<file path="config.mk">
export PLATFORM = sky130hd
export DESIGN_NAME = dmem_port_arbiter_flat
export DESIGN_NICKNAME = d
export VERILOG_FILES = /design/src/rtl/dmem_port_arbiter_pkg.sv /design/src/rtl/dmem_port_arbiter_if.sv /design/src/rtl/dmem_port_arbiter_lat_counter.sv /design/src/rtl/dmem_port_arbiter.sv /design/src/flat_wrapper.sv
export SDC_FILE = /design/constraint.sdc
export NUM_CORES = 1
export LEC_CHECK = 0
export ABC_CLOCK_PERIOD_IN_PS = 3450
export BUFFER_PORTS_ARGS = -buffer_cell sky130_fd_sc_hd__buf_2
export CORE_AREA = 2 2 91 93
export DETAILED_ROUTE_END_ITERATION = 10
export DIE_AREA = 0 0 93 95
export GPL_ROUTABILITY_DRIVEN = 0
export PLACE_DENSITY = 0.65
export RECOVER_POWER = 50
export SYNTH_ARGS = -nofsm -noshare
export SYNTH_HDL_FRONTEND = slang
export SYNTH_SLANG_ARGS = --single-unit
export TNS_END_PERCENT = 50
</file>
<file path="constraint.sdc">
create_clock -name i_sys_clk -period 3.45 [get_ports i_sys_clk]
set_input_delay 0.5175 -clock i_sys_clk [delete_from_list [all_inputs] [get_ports i_sys_clk]]
set_output_delay 0.5175 -clock i_sys_clk [all_outputs]
set_load 0.005 [all_outputs]
</file>
<file path="src/rtl/dmem_port_arbiter_pkg.sv">
// dmem_port_arbiter_pkg
//   Shared constants and types for the data-memory port arbiter.
//   Word width, arbiter state encoding, read-latency bounds and latency-counter width.
`ifndef WORD_LEN
`define WORD_LEN 32
`endif
`ifndef REG_32_ADDR_LEN
`define REG_32_ADDR_LEN 5
`endif

package dmem_port_arbiter_pkg;
  localparam int WORD_LEN   = `WORD_LEN;
  localparam int RD_LAT_MIN = 1;
  localparam int RD_LAT_MAX = 3;
  localparam int LAT_CNT_W  = 2;  // enough for 0..RD_LAT_MAX-1

  typedef enum logic [1:0] {
    ST_IDLE    = 2'd0,
    ST_CORE_RD = 2'd1,
    ST_HOST_RD = 2'd2
  } arb_state_e;
endpackage

</file>
<file path="src/rtl/dmem_port_arbiter_if.sv">
// dmem_port_arbiter_if
//   Bundles the core (MEM stage), host and memory-side signals of the arbiter.
//   Names are from the arbiter's point of view (i_ = into arbiter, o_ = out of it).
//   slave  : arbiter side
//   master : environment side (core, host and memory together)
interface dmem_port_arbiter_if #(parameter int ADDR_W = 10);
  import dmem_port_arbiter_pkg::*;

  // core
  logic                i_core_rd_en;
  logic                i_core_wr_en;
  logic [ADDR_W-1:0]   i_core_addr;
  logic [WORD_LEN-1:0] i_core_wdata;
  logic [WORD_LEN-1:0] o_core_rdata;
  logic                o_core_stall;
  // host
  logic                i_host_req;
  logic                i_host_we;
  logic [ADDR_W-1:0]   i_host_addr;
  logic [WORD_LEN-1:0] i_host_wdata;
  logic                o_host_gnt;
  logic                o_host_rvalid;
  logic [WORD_LEN-1:0] o_host_rdata;
  // memory
  logic                o_mem_en;
  logic                o_mem_we;
  logic [ADDR_W-1:0]   o_mem_addr;
  logic [WORD_LEN-1:0] o_mem_wdata;
  logic [WORD_LEN-1:0] i_mem_rdata;

  modport slave (
    input  i_core_rd_en, i_core_wr_en, i_core_addr, i_core_wdata,
    output o_core_rdata, o_core_stall,
    input  i_host_req, i_host_we, i_host_addr, i_host_wdata,
    output o_host_gnt, o_host_rvalid, o_host_rdata,
    output o_mem_en, o_mem_we, o_mem_addr, o_mem_wdata,
    input  i_mem_rdata
  );

  modport master (
    output i_core_rd_en, i_core_wr_en, i_core_addr, i_core_wdata,
    input  o_core_rdata, o_core_stall,
    output i_host_req, i_host_we, i_host_addr, i_host_wdata,
    input  o_host_gnt, o_host_rvalid, o_host_rdata,
    input  o_mem_en, o_mem_we, o_mem_addr, o_mem_wdata,
    output i_mem_rdata
  );
endinterface

</file>
<file path="src/rtl/dmem_port_arbiter_lat_counter.sv">
// dmem_lat_counter
//   Read-latency counter shared by both read-wait states.
//   i_clk/i_rst : clock, synchronous active-high reset
//   i_load      : read issued this cycle, restart at 0
//   i_run       : arbiter is in a read-wait state
//   o_done      : data arrives this cycle (RD_LAT cycles after issue)
module dmem_lat_counter
  import dmem_port_arbiter_pkg::*;
#(
  parameter int RD_LAT = 1
) (
  input  logic i_clk,
  input  logic i_rst,
  input  logic i_load,
  input  logic i_run,
  output logic o_done
);
  // Out-of-range latencies are clamped to the supported window.
  localparam int LAT = (RD_LAT < RD_LAT_MIN) ? RD_LAT_MIN :
                       (RD_LAT > RD_LAT_MAX) ? RD_LAT_MAX : RD_LAT;
  localparam logic [LAT_CNT_W-1:0] LAST = LAT_CNT_W'(LAT - 1);

  logic [LAT_CNT_W-1:0] r_cnt;

  // First wait-state cycle sees 0, arrival cycle sees LAST.
  always_ff @(posedge i_clk) begin
    if (i_rst)                       r_cnt <= '0;
    else if (i_load)                 r_cnt <= '0;
    else if (i_run && r_cnt != LAST) r_cnt <= r_cnt + 1'b1;
  end

  assign o_done = i_run && (r_cnt == LAST);
endmodule

</file>
<file path="src/rtl/dmem_port_arbiter.sv">
// dmem_port_arbiter
//   Shares the single-port data memory between the core MEM stage and the host
//   loader/readback port. Core has priority; a starvation counter forces the
//   host through after STARVE_LIM waiting cycles. Core loads stall the pipeline
//   until data arrives; host ownership stalls any concurrent core access.
//   i_sys_clk : clock
//   i_sys_rst : synchronous active-high reset
//   io_bus    : core / host / memory signals (slave modport)
module dmem_port_arbiter
  import dmem_port_arbiter_pkg::*;
#(
  parameter int ADDR_W     = 10,
  parameter int RD_LAT     = 1,
  parameter int STARVE_LIM = 8
) (
  input logic               i_sys_clk,
  input logic               i_sys_rst,
  dmem_port_arbiter_if.slave io_bus
);
  localparam int SC_W = $clog2(STARVE_LIM + 1);
  localparam logic [SC_W-1:0] SC_LIM = SC_W'(STARVE_LIM);

  arb_state_e          r_state, w_state_nxt;
  logic [SC_W-1:0]     r_starve_cnt;

  logic                w_core_req, w_host_win, w_load, w_run, w_done;
  logic                w_stall, w_gnt, w_rvalid;
  logic                w_mem_en, w_mem_we;
  logic [ADDR_W-1:0]   w_mem_addr;
  logic [WORD_LEN-1:0] w_mem_wdata, w_core_rdata, w_host_rdata;

  assign w_core_req = io_bus.i_core_rd_en | io_bus.i_core_wr_en;
  assign w_host_win = io_bus.i_host_req & (~w_core_req | (r_starve_cnt == SC_LIM));
  assign w_run      = (r_state == ST_CORE_RD) | (r_state == ST_HOST_RD);

  dmem_lat_counter #(.RD_LAT(RD_LAT)) u_lat (
    .i_clk  (i_sys_clk),
    .i_rst  (i_sys_rst),
    .i_load (w_load),
    .i_run  (w_run),
    .o_done (w_done)
  );

  always_ff @(posedge i_sys_clk) begin
    if (i_sys_rst) r_state <= ST_IDLE;
    else           r_state <= w_state_nxt;
  end

  always_ff @(posedge i_sys_clk) begin
    if (i_sys_rst)                                     r_starve_cnt <= '0;
    else if (w_gnt)                                    r_starve_cnt <= '0;
    else if (io_bus.i_host_req && r_starve_cnt != SC_LIM) r_starve_cnt <= r_starve_cnt + 1'b1;
  end

  always_comb begin
    w_state_nxt  = r_state;
    w_load       = 1'b0;
    w_stall      = 1'b0;
    w_gnt        = 1'b0;
    w_rvalid     = 1'b0;
    w_mem_en     = 1'b0;
    w_mem_we     = 1'b0;
    w_mem_addr   = '0;
    w_mem_wdata  = '0;
    w_core_rdata = '0;
    w_host_rdata = '0;
    unique case (r_state)
      ST_IDLE: begin
        if (w_host_win) begin
          w_gnt      = 1'b1;
          w_stall    = w_core_req;  // core waits while the host holds the port
          w_mem_en   = 1'b1;
          w_mem_we   = io_bus.i_host_we;
          w_mem_addr = io_bus.i_host_addr;
          if (io_bus.i_host_we) begin
            w_mem_wdata = io_bus.i_host_wdata;
          end else begin
            w_load      = 1'b1;
            w_state_nxt = ST_HOST_RD;
          end
        end else if (w_core_req) begin
          w_mem_en   = 1'b1;
          w_mem_we   = io_bus.i_core_wr_en;
          w_mem_addr = io_bus.i_core_addr;
          if (io_bus.i_core_wr_en) begin
            w_mem_wdata = io_bus.i_core_wdata;
          end else begin
            w_stall     = 1'b1;
            w_load      = 1'b1;
            w_state_nxt = ST_CORE_RD;
          end
        end
      end
      ST_CORE_RD: begin
        // Stall drops in the arrival cycle so MEM/WB captures the load data.
        if (w_done) begin
          w_core_rdata = io_bus.i_mem_rdata;
          w_state_nxt  = ST_IDLE;
        end else begin
          w_stall = 1'b1;
        end
      end
      ST_HOST_RD: begin
        w_stall = w_core_req;
        if (w_done) begin
          w_rvalid     = 1'b1;
          w_host_rdata = io_bus.i_mem_rdata;
          w_state_nxt  = ST_IDLE;
        end
      end
      default: w_state_nxt = ST_IDLE;
    endcase
  end

  // Everything is forced quiet while reset is held, even though the
  // arbitration logic would otherwise see live requests in IDLE.
  assign io_bus.o_core_stall  = w_stall  & ~i_sys_rst;
  assign io_bus.o_host_gnt    = w_gnt    & ~i_sys_rst;
  assign io_bus.o_host_rvalid = w_rvalid & ~i_sys_rst;
  assign io_bus.o_mem_en      = w_mem_en & ~i_sys_rst;
  assign io_bus.o_mem_we      = w_mem_we & ~i_sys_rst;
  assign io_bus.o_mem_addr    = i_sys_rst ? '0 : w_mem_addr;
  assign io_bus.o_mem_wdata   = i_sys_rst ? '0 : w_mem_wdata;
  assign io_bus.o_core_rdata  = i_sys_rst ? '0 : w_core_rdata;
  assign io_bus.o_host_rdata  = i_sys_rst ? '0 : w_host_rdata;
endmodule
</file>
<file path="src/flat_wrapper.sv">
// flat-port wrapper written by rule: the top's interface ports become plain ports
module dmem_port_arbiter_flat import dmem_port_arbiter_pkg::*;
#(
  parameter int ADDR_W     = 10,
  parameter int RD_LAT     = 1,
  parameter int STARVE_LIM = 8
)
  (i_sys_clk, i_sys_rst, io_bus_i_core_rd_en, io_bus_i_core_wr_en, io_bus_i_core_addr, io_bus_i_core_wdata, io_bus_o_core_rdata, io_bus_o_core_stall, io_bus_i_host_req, io_bus_i_host_we, io_bus_i_host_addr, io_bus_i_host_wdata, io_bus_o_host_gnt, io_bus_o_host_rvalid, io_bus_o_host_rdata, io_bus_o_mem_en, io_bus_o_mem_we, io_bus_o_mem_addr, io_bus_o_mem_wdata, io_bus_i_mem_rdata);
  dmem_port_arbiter_if #(.ADDR_W(ADDR_W)) io_bus_i ();
  input logic i_sys_clk;
  input logic i_sys_rst;
  input wire logic [$bits(io_bus_i.i_core_rd_en)-1:0] io_bus_i_core_rd_en;
  input wire logic [$bits(io_bus_i.i_core_wr_en)-1:0] io_bus_i_core_wr_en;
  input wire logic [$bits(io_bus_i.i_core_addr)-1:0] io_bus_i_core_addr;
  input wire logic [$bits(io_bus_i.i_core_wdata)-1:0] io_bus_i_core_wdata;
  output wire logic [$bits(io_bus_i.o_core_rdata)-1:0] io_bus_o_core_rdata;
  output wire logic [$bits(io_bus_i.o_core_stall)-1:0] io_bus_o_core_stall;
  input wire logic [$bits(io_bus_i.i_host_req)-1:0] io_bus_i_host_req;
  input wire logic [$bits(io_bus_i.i_host_we)-1:0] io_bus_i_host_we;
  input wire logic [$bits(io_bus_i.i_host_addr)-1:0] io_bus_i_host_addr;
  input wire logic [$bits(io_bus_i.i_host_wdata)-1:0] io_bus_i_host_wdata;
  output wire logic [$bits(io_bus_i.o_host_gnt)-1:0] io_bus_o_host_gnt;
  output wire logic [$bits(io_bus_i.o_host_rvalid)-1:0] io_bus_o_host_rvalid;
  output wire logic [$bits(io_bus_i.o_host_rdata)-1:0] io_bus_o_host_rdata;
  output wire logic [$bits(io_bus_i.o_mem_en)-1:0] io_bus_o_mem_en;
  output wire logic [$bits(io_bus_i.o_mem_we)-1:0] io_bus_o_mem_we;
  output wire logic [$bits(io_bus_i.o_mem_addr)-1:0] io_bus_o_mem_addr;
  output wire logic [$bits(io_bus_i.o_mem_wdata)-1:0] io_bus_o_mem_wdata;
  input wire logic [$bits(io_bus_i.i_mem_rdata)-1:0] io_bus_i_mem_rdata;
  assign io_bus_i.i_core_rd_en = io_bus_i_core_rd_en;
  assign io_bus_i.i_core_wr_en = io_bus_i_core_wr_en;
  assign io_bus_i.i_core_addr = io_bus_i_core_addr;
  assign io_bus_i.i_core_wdata = io_bus_i_core_wdata;
  assign io_bus_o_core_rdata = io_bus_i.o_core_rdata;
  assign io_bus_o_core_stall = io_bus_i.o_core_stall;
  assign io_bus_i.i_host_req = io_bus_i_host_req;
  assign io_bus_i.i_host_we = io_bus_i_host_we;
  assign io_bus_i.i_host_addr = io_bus_i_host_addr;
  assign io_bus_i.i_host_wdata = io_bus_i_host_wdata;
  assign io_bus_o_host_gnt = io_bus_i.o_host_gnt;
  assign io_bus_o_host_rvalid = io_bus_i.o_host_rvalid;
  assign io_bus_o_host_rdata = io_bus_i.o_host_rdata;
  assign io_bus_o_mem_en = io_bus_i.o_mem_en;
  assign io_bus_o_mem_we = io_bus_i.o_mem_we;
  assign io_bus_o_mem_addr = io_bus_i.o_mem_addr;
  assign io_bus_o_mem_wdata = io_bus_i.o_mem_wdata;
  assign io_bus_i.i_mem_rdata = io_bus_i_mem_rdata;
  dmem_port_arbiter #(.ADDR_W(ADDR_W), .RD_LAT(RD_LAT), .STARVE_LIM(STARVE_LIM)) u_core (.i_sys_clk(i_sys_clk), .i_sys_rst(i_sys_rst), .io_bus(io_bus_i));
endmodule
</file>
==> impl_metrics.csv, run 1 <==
group,metric,value,unit
run_status,status,"complete, no violations",
global_route,grt_pass1_vias,2331,
sta,finalHoldViolCount,0,
sta,fin_worst_skew,0.0009857,ns
die,start_util,21.80,%
clocking,post_cts_resized,0,
clocking,cts_root_buf,"clkbuf_8",
yosys,synth_most_common_cell,"nand3_1",
global_route,grt_pass1_wl,10660,um
yosys,synth_cells,291,
yosys,ys_ff_latch,8,
global_route,grt_antenna_before_repair,1,
sta,worstMarginPinSlew,0.9841,ns
sta,max_freq,344.1,MHz
sta,setup_viol,0,
setup_path,crit_type,"reg2out",
cells_and_area,final_nets,632,
sta,slew_headroom,34.40,%
global_route,grt_overflow,0,
cells_and_area,n_antenna_cell,0,
cells_and_area,multi_input_area,0.001403,mm2
run,maxCapViolCount,0,
yosys,ys_async_sr_fraction,0,%
die,io_pins,233,
clocking,clock_sinks,8,
clocking,ctsHoldBuffers,0,
drt,vias,2820,
sta,fin_tns_setup,0,ns
clocking,clock_latency,0.22,ns
drt,routed_wl,7394,um
global_route,grt_max_degree,48,
drt,first_pass_iters,5,
sta,fin_crit,2.906,ns
clocking,cts_buffers,3,
cells_and_area,drive_gt1_share,45.31,%
placement,placed_cell_area,0.002930,mm2
setup_path,r2r_slack,1.24,ns
power,max-vdd-ir-drop,0.07405,mV
drt,wl_per_cell,12.20,um
yosys,synth_commonest_cells,"74 x nand3_1, 64 x and2_1, 46 x a21oi_1",
setup_path,setup.worst_path.start_class,"flip-flop",
yosys,synth_edf_count,0,
clocking,cts_tree,"yes",
setup_path,cp_data_required_time,2.93,ns
yosys,ys.warnings.count,0,
sta,rsz0062_at_grt,"no",
yosys,synth_top_flop_cell,"dfxtp_1",
setup_path,cp_max_fo,33,
cells_and_area,area_delta_synth_final,69.88,%
drt,viasPerCell,4.653,
die,rows,33,
yosys,syn_area_per_cell,5.938,um2
drt,drtAntennaViolNets,0,
clocking,clkTransAtPathRegs,0.04,ns
die,dieArea,0.008835,mm2
yosys,synth_top_area_cell,"and2_1",
sta,fin_crit_sh,84.23,%
setup_path,endpoint_kind,"output port",
global_route,groute.usage.overall,14.43,%
die,coreArea,0.007928,mm2
clocking,post-cts-setup-buffer-count,0,
yosys,ys_seq_area_share,9.269,%
cells_and_area,final-seq-area,160.2,um2
placement,hpwlAfterDp,5885,um
die,die_w,93,um
yosys,synthTopCellsByArea,"and2_1 23%, nand3_1 21%, a21oi_1 13%",
power,leakagePower,1.639,nW
drt,drc,0,
yosys,syn_nets,420,
yosys,yosys.cell_types.count,36,
setup_path,crit_arrival,2.39,ns
clocking,cts.path.max_buffers,2,
drt,drtIter0Drc,118,
yosys,synth_area,0.001728,mm2
clocking,cts_htree_levels,1,
hold_path,min_path_type,"reg2reg",
cells_and_area,fillers,874,
die,die_h,95,um
power,p_per_area,145.9,mW/mm2
cells_and_area,postLayoutCellArea,0.002935,mm2
sta,drv_slew,0,
placement,portBuffers,232,
yosys,synth_top_area_share,23.17,%
==> report_power, final <==
part	switching [mW]	internal, mW	total, mW
sequential	0.00351	0.0967	0.100
clock	0.0332	0.0753	0.108
combinational	0.112	0.107	0.219
==> metrics by stage <==
step                utilization [%]  instances  hold slack (ns)  setup slack (ns)  power (mW)
finish                        37.03        606           0.5409            0.5440      0.4281
detailed placement            36.96        603           0.5293            0.7636      0.3238
floorplan                         -        291           0.5002             1.311      0.2036
global placement              36.96        603           0.5272            0.8033      0.3203
global route                  37.03        606           0.5681            0.3020      0.4617
CTS                           37.48        606           0.5427            0.7591      0.4370
==> kinds of logic (layout without fill, tap and decap cells) <==
family                   count (synthesis)  count (layout)  synth area share (%)
adder cells (fa/ha/maj)                  7               7                 5.069
multiplexers                             1               1                0.5793
AND/OR/NAND/NOR                        179             179                 56.77
XOR/XNOR                                 3               3                 1.521
buffers and inverters                   37             247                 9.486
flip-flops                               8               8                 9.268
AO/OA/AOI/OAI                           56              56                 17.31
==> registers in the layout, indices dropped and copies added (netlist names) <==
name and flops:
u_core.r_state 2, u_core.r_starve_cnt 4, u_core.u_lat.r_cnt 2
==> layout by cell type, fill, tap and decap left out, types with 3 or more instances in the layout <==
cell type,instances
inv_1,7
buf_2,216
a21oi_1,47
and2_0,9
and2_1,55
nor2_1,8
clkbuf_8,3
clkbuf_1,16
nand3_1,74
dfxtp_1,8
buf_4,3
nand2_1,15
o21ai_0,3
ha_1,7
==> layout make-up <==
type / instances / area share, %
inverter: 7 / 0.8951
clock buffer: 3 / 1.407
sequential: 8 / 5.456
tap: 105 / 4.476
multi-input combinational: 246 / 47.78
timing repair buffer: 237 / 39.98
==> path summary, 6_finish.rpt <==
check	start	to	cells after the start
worst max-delay path	u_core.r_state[0]	io_bus_o_host_rdata[31]	7
worst min-delay path	u_core.u_lat.r_cnt[0]	u_core.u_lat.r_cnt[0]	2
worst max register to register	u_core.r_starve_cnt[0]	u_core.r_state[0]	7
worst min register to register	u_core.u_lat.r_cnt[0]	u_core.u_lat.r_cnt[0]	2
==> metal layers <==
layer  track usage [%]  routed length, um
met4             1.716                 25
met5                 0                  7
met3             3.751                711
met2             27.78               3802
met1             16.38               2847
==> critical path, stage by stage, from the launching register on <==
cell and delay (ns):
dfxtp_1 0.38, inv_1 0.10, ha_1 0.30, nand2_1 0.09, nor3b_2 0.16, clkbuf_1 0.75
and2_1 0.26, buf_2 0.12
Power figures use the tool's default switching activity.
==> inputs of run 2 (changes only) <==
--- a/config.mk
+++ b/config.mk
@@ -5,13 +5,14 @@
 export SDC_FILE = /design/constraint.sdc
 export NUM_CORES = 1
 export LEC_CHECK = 0
-export ABC_CLOCK_PERIOD_IN_PS = 3450
+export ABC_AREA = 1
+export ABC_CLOCK_PERIOD_IN_PS = 2700
 export BUFFER_PORTS_ARGS = -buffer_cell sky130_fd_sc_hd__buf_2
-export CORE_AREA = 2 2 91 93
+export CORE_AREA = 2 2 90 92
 export DETAILED_ROUTE_END_ITERATION = 10
-export DIE_AREA = 0 0 93 95
+export DIE_AREA = 0 0 92 94
 export GPL_ROUTABILITY_DRIVEN = 0
-export PLACE_DENSITY = 0.65
+export PLACE_DENSITY = 0.67
 export RECOVER_POWER = 50
 export SYNTH_ARGS = -nofsm -noshare
 export SYNTH_HDL_FRONTEND = slang
==> constraint.sdc (replaced) <==
create_clock -name i_sys_clk -period 2.7 [get_ports i_sys_clk]
set_input_delay 0.405 -clock i_sys_clk [delete_from_list [all_inputs] [get_ports i_sys_clk]]
set_output_delay 0.405 -clock i_sys_clk [all_outputs]
set_load 0.005 [all_outputs]
==> impl_metrics.csv, run 2 <==
group,metric,value,unit
run_status,status,"complete, no violations",
sta,max_freq,392.9,MHz
cells_and_area,postLayoutCellArea,0.002988,mm2
global_route,groute.usage.overall,17.44,%
global_route,grt_pass1_wl,12170,um
setup_path,slowest_delay,0.39,ns
setup_path,setup.worst_path.start_class,"flip-flop",
yosys,synth_area,0.001826,mm2
hold_path,min_path_type,"reg2reg",
die,rows,32,
yosys,synth_commonest_cells,"64 x nand2_1, 56 x inv_1, 45 x nand3_1",
cells_and_area,drive_gt1_share,37.12,%
setup_path,cp_max_fo,40,
die,die_h,94,um
power,finalPower,0.8588,mW
run,maxCapViolCount,0,
yosys,syn_nets,477,
power,switching_share,48.02,%
sta,finalHoldViolCount,0,
power,p_per_area,287.4,mW/mm2
drt,drtAntennaViolNets,0,
yosys,synth_most_common_cell,"nand2_1",
placement,portBuffers,232,
setup_path,cp_data_required_time,2.30,ns
sta,setup_viol,0,
hold_path,min_from,"u_core.r_starve_cnt[1]",
clocking,clock_sinks,8,
cells_and_area,fillers,857,
yosys,synth_cells,348,
die,die_w,92,um
placement,hpwlAfterDp,6994,um
sta,slew_headroom,58.36,%
die,coreArea,0.007607,mm2
global_route,grt_pass1_vias,2705,
cells_and_area,area_delta_synth_final,63.67,%
setup_path,r2r_start,"u_core.r_starve_cnt[0]",
clocking,cts.path.max_buffers,2,
die,dieArea,0.008648,mm2
clocking,cts_buffers,3,
yosys,synth_top_flop_cell,"dfxtp_1",
yosys,ys.warnings.count,0,
sta,drv_slew,0,
setup_path,crit_start,"u_core.r_starve_cnt[0]",
setup_path,crit_chain,"inv_1 > ha_1 > nand3_1 > nand2_4 > nand2_8 > nor2_8 > nand2_1 > a21oi_1 > buf_2",
drt,vias,2984,
power,leakagePower,1.748,nW
setup_path,crit_type,"reg2out",
power,max-vdd-ir-drop,0.1452,mV
clocking,ctsHoldBuffers,0,
yosys,yosys.cell_types.count,31,
sta,fin_tns_setup,0,ns
drt,routed_wl,8209,um
sta,fin_worst_skew,0.001795,ns
setup_path,critPathSlowestCell,"nor2_8",
power,comb_power_share,66.8,%
sta,fin_crit,2.545,ns
power,p_switching,0.4125,mW
sta,rsz0062_at_grt,"no",
cells_and_area,reg.largest.list,"u_core.r_starve_cnt (4), u_core.r_state (2), u_core.u_lat.r_cnt (2)",
yosys,syn_area_per_cell,5.246,um2
clocking,cts_tree,"yes",
power,p_int,0.4464,mW
sta,worstMarginPinSlew,0.6246,ns
setup_path,crit_arrival,2.14,ns
die,start_util,24.00,%
clocking,clkTransAtPathRegs,0.04,ns
sta,fin_crit_sh,94.27,%
yosys,synth_edf_count,0,
global_route,grt_max_degree,41,
cells_and_area,final_nets,694,
yosys,ys_ff_latch,8,
drt,wl_per_cell,12.34,um
clocking,clock_latency,0.23,ns
drt,viasPerCell,4.487,
die,io_pins,233,
cells_and_area,largest_reg_flops,4,
clocking,post_cts_resized,0,
cells_and_area,post-route-util,39.28,%
yosys,synth_top_area_cell,"nand2_1",
cells_and_area,top_register,"u_core.r_starve_cnt",
clocking,cts_htree_levels,1,
yosys,ys_seq_area_share,8.773,%
global_route,grt_antenna_before_repair,0,
yosys,synthTopCellsByArea,"nand2_1 13%, nand3_1 12%, a21oi_1 12%",
placement,dp_cells,662,
power,power_frac_seq,16.0,%
cells_and_area,n_antenna_cell,0,
yosys,synth_top_area_share,13.16,%
placement,placed_cell_area,0.003007,mm2
drt,drc,0,
power,clock_power_share,17.2,%
cells_and_area,final_cell_mix,"183 x buf_2, 64 x nand2_1, 56 x inv_1",
clocking,cts_root_buf,"clkbuf_8",
cells_and_area,fin_cells,665,
setup_path,endpoint_kind,"output port",
yosys,ys_async_sr_fraction,0,%
cells_and_area,layout_commonest_cell,"buf_2",
drt,first_pass_iters,4,
global_route,grt_overflow,0,
drt,drtIter0Drc,49,
clocking,post-cts-setup-buffer-count,0,
[run 2: cell types whose count changed after synthesis, sizes merged, moves of 3 or more]
cell,before,now
a21oi,47,44
nor3b,3,0
inv,7,58
nand3,74,45
nor2,8,45
nand2,16,68
and2,64,0
nor3,2,33
clkbuf,17,13
[run 2: cell type report]
type                    count  area [um2]  area share (%)
multi-input cells         256        1292           43.26
repair buffers            238        1146           38.36
inverters                  58       220.2           7.370
flip-flops and latches      8       160.2           5.360
well taps                 102       127.6           4.271
clock buffers               3       41.29           1.382
[run 2: power groups by stage]
stage	Combinational, mW	Sequential, mW	Clock (mW)
6_report	0.574	0.138	0.147
5_1_grt	0.649	0.139	0.155
4_1_cts	0.588	0.137	0.151
3_5_place_dp	0.585	0.139	0
3_3_place_gp	0.578	0.139	0
2_1_floorplan	0.341	0.137	0
[run 2: critical path, delay by kind of cell, from the launching register on]
kind,cells,cell delay [ns]
AO/OA/AOI/OAI,1,0.23
adder cells (fa/ha/maj),1,0.15
buffers and inverters,2,0.25
flip-flops,1,0.33
AND/OR/NAND/NOR,5,0.91
[run 2: kinds of logic (layout without fill, tap and decap cells)]
kind of cell	count (synthesis)	count (layout)	share of synthesized area, %
AO/OA/AOI/OAI	51	51	14.26
adder cells (fa/ha/maj)	7	7	4.798
buffers and inverters	84	299	20.42
AND/OR/NAND/NOR	195	195	50.17
flip-flops	8	8	8.773
XOR/XNOR	2	2	0.9597
multiplexers	1	1	0.6168
[run 2: worst paths after layout]
check,to,slack (ns),cells after the start
worst min-delay path,u_core.r_starve_cnt[1],0.50,2
worst max register to register,u_core.u_lat.r_cnt[1],0.92,8
worst min register to register,u_core.r_starve_cnt[1],0.50,2
worst max-delay path,io_bus_o_mem_wdata[31],0.15,9
[run 2: stage by stage]
step | worst slack [ns] | hold slack (ns)
2_1_floorplan | 0.8943 | 0.4692
3_3_place_gp | 0.4010 | 0.4872
3_5_place_dp | 0.3540 | 0.4949
4_1_cts | 0.1285 | 0.5031
5_1_grt | 0.009742 | 0.5290
6_report | 0.1547 | 0.5026
[run 2: per-layer routing]
metal	global-route usage (%)	routed length, um	up-vias
li1	-	-	1538
met1	19.49	3138	1269
met3	1.766	725	7
met4	4.478	91	0
met2	34.87	4253	170
met5	0	0	-
==> inputs of run 3 (changes only) <==
--- a/config.mk
+++ b/config.mk
@@ -5,14 +5,14 @@
 export SDC_FILE = /design/constraint.sdc
 export NUM_CORES = 1
 export LEC_CHECK = 0
-export ABC_AREA = 1
+export ABC_AREA = 0
 export ABC_CLOCK_PERIOD_IN_PS = 2700
 export BUFFER_PORTS_ARGS = -buffer_cell sky130_fd_sc_hd__buf_2
-export CORE_AREA = 2 2 90 92
+export CORE_AREA = 2 2 91 93
 export DETAILED_ROUTE_END_ITERATION = 10
-export DIE_AREA = 0 0 92 94
+export DIE_AREA = 0 0 93 95
 export GPL_ROUTABILITY_DRIVEN = 0
-export PLACE_DENSITY = 0.67
+export PLACE_DENSITY = 0.65
 export RECOVER_POWER = 50
 export SYNTH_ARGS = -nofsm -noshare
 export SYNTH_HDL_FRONTEND = slang
==> impl_metrics.csv, run 3 (synthesis gave the netlist of run 1 again) <==
group,metric,value,unit
clocking,post-cts-setup-buffer-count,0,
global_route,grt_pass1_vias,2405,
sta,fin_crit,2.448,ns
die,coreArea,0.007928,mm2
sta,fin_crit_sh,90.65,%
setup_path,endpoint_kind,"output port",
sta,setup_ws,0.2523,ns
hold_path,whs_path_depth,2,
global_route,grt_antenna_before_repair,0,
run_status,status,"complete, no violations",
hold_path,min_path_type,"in2reg",
global_route,groute.usage.overall,14.92,%
power,leakagePower,1.663,nW
placement,portBuffers,232,
setup_path,cp_data_required_time,2.30,ns
die,dieArea,0.008835,mm2
sta,max_freq,408.6,MHz
setup_path,crit_arrival,2.04,ns
die,die_w,93,um
clocking,cts_htree_levels,1,
sta,finalHoldViolCount,0,
sta,fin_tns_setup,0,ns
die,rows,33,
placement,dp_worst_setup_slack,0.4738,ns
sta,worstMarginPinSlew,0.6298,ns
clocking,clock_latency,0.23,ns
sta,rsz0062_at_grt,"no",
setup_path,setup.worst_path.start_class,"flip-flop",
die,start_util,21.80,%
die,die_h,95,um
setup_path,cp_max_fo,33,
die,io_pins,233,
sta,drv_slew,0,
setup_path,crit_type,"reg2out",
cells_and_area,final_cell_mix,"216 x buf_2, 74 x nand3_1, 59 x and2_1",
cells_and_area,final_nets,635,
drt,wl_per_cell,12.53,um
cells_and_area,fillers,906,
cells_and_area,largest_reg_flops,4,
global_route,grt_pass1_wl,10930,um
drt,drtIter0Drc,125,
cells_and_area,drive_gt1_share,46.03,%
sta,fin_worst_skew,0.001701,ns
clocking,post_cts_resized,0,
global_route,grt_max_degree,43,
clocking,cts.path.max_buffers,2,
cells_and_area,top_register,"u_core.r_starve_cnt",
cells_and_area,n_antenna_cell,0,
power,p_per_area,187.7,mW/mm2
clocking,clock_sinks,8,
clocking,ctsHoldBuffers,0,
sta,slew_headroom,58.01,%
placement,hpwlAfterDp,6115,um
clocking,cts_tree,"yes",
drt,drc,0,
cells_and_area,layout_commonest_cell,"buf_2",
cells_and_area,area_delta_synth_final,72.48,%
drt,drtAntennaViolNets,0,
sta,setup_viol,0,
clocking,cts_root_buf,"clkbuf_8",
global_route,grt_overflow,0,
power,max-vdd-ir-drop,0.1438,mV
drt,viasPerCell,4.724,
cells_and_area,reg.largest.list,"u_core.r_starve_cnt (4), u_core.r_state (2), u_core.u_lat.r_cnt (2)",
clocking,clkTransAtPathRegs,0.04,ns
run,maxCapViolCount,0,
drt,vias,2877,
clocking,cts_buffers,3,
drt,routed_wl,7633,um
drt,first_pass_iters,4,
setup_path,reg2reg_depth,5,
==> run 3: final cells by class <==
| cell class | count | area [um2] | area share, % |
|---|---|---|---|
| inverters | 7 | 26.28 | 0.8816 |
| clock buffers | 3 | 41.29 | 1.385 |
| well taps | 105 | 131.4 | 4.408 |
| flip-flops and latches | 8 | 160.2 | 5.374 |
| multi-input cells | 246 | 1411 | 47.36 |
| repair buffers | 240 | 1210 | 40.60 |
==> run 3: worst paths after layout <==
kind | end | slack [ns] | startpoint
setup / recovery | io_bus_o_host_rdata[31] | 0.25 | u_core.r_state[0]
hold / removal | u_core.u_lat.r_cnt[0] | 0.50 | i_sys_rst
setup reg to reg | u_core.r_state[0] | 0.96 | u_core.r_state[0]
hold reg to reg | u_core.u_lat.r_cnt[0] | 0.54 | u_core.u_lat.r_cnt[0]
==> run 3: critical path, cell delays in order, from the launching register on <==
cell      delay [ns]
dfxtp_1         0.39
inv_1           0.11
ha_1            0.30
nand2_1         0.10
nor3b_2         0.16
clkbuf_2        0.41
and2_1          0.21
buf_2           0.11
==> run 3: through the flow <==
step,utilization (%),instance area [um2],hold slack [ns],instances,power [mW]
after floorplan,-,1728,0.5002,291,0.2601
after global placement,37.41,2965,0.5166,606,0.4141
after detailed placement,37.41,2965,0.5408,606,0.4200
after CTS,37.93,3007,0.5066,609,0.5690
after global routing,37.59,2980,0.5239,609,0.6068
final,37.59,2980,0.5047,609,0.5593
==> run 3: layer usage <==
metal / up-vias / GRT usage (%) / part of all wire [%]
li1: 1419 / - / -
met1: 1319 / 16.21 / 38
met2: 132 / 29.89 / 52
met3: 7 / 3.272 / 9.0
met4: 0 / 2.206 / 0.69
met5: - / 0 / 0
==> run 3: report_power, final <==
| group | switching [mW] | internal, mW |
|---|---|---|
| logic | 0.146 | 0.142 |
| registers | 0.00460 | 0.124 |
| clock network | 0.0471 | 0.0966 |
| total | 0.198 | 0.362 |
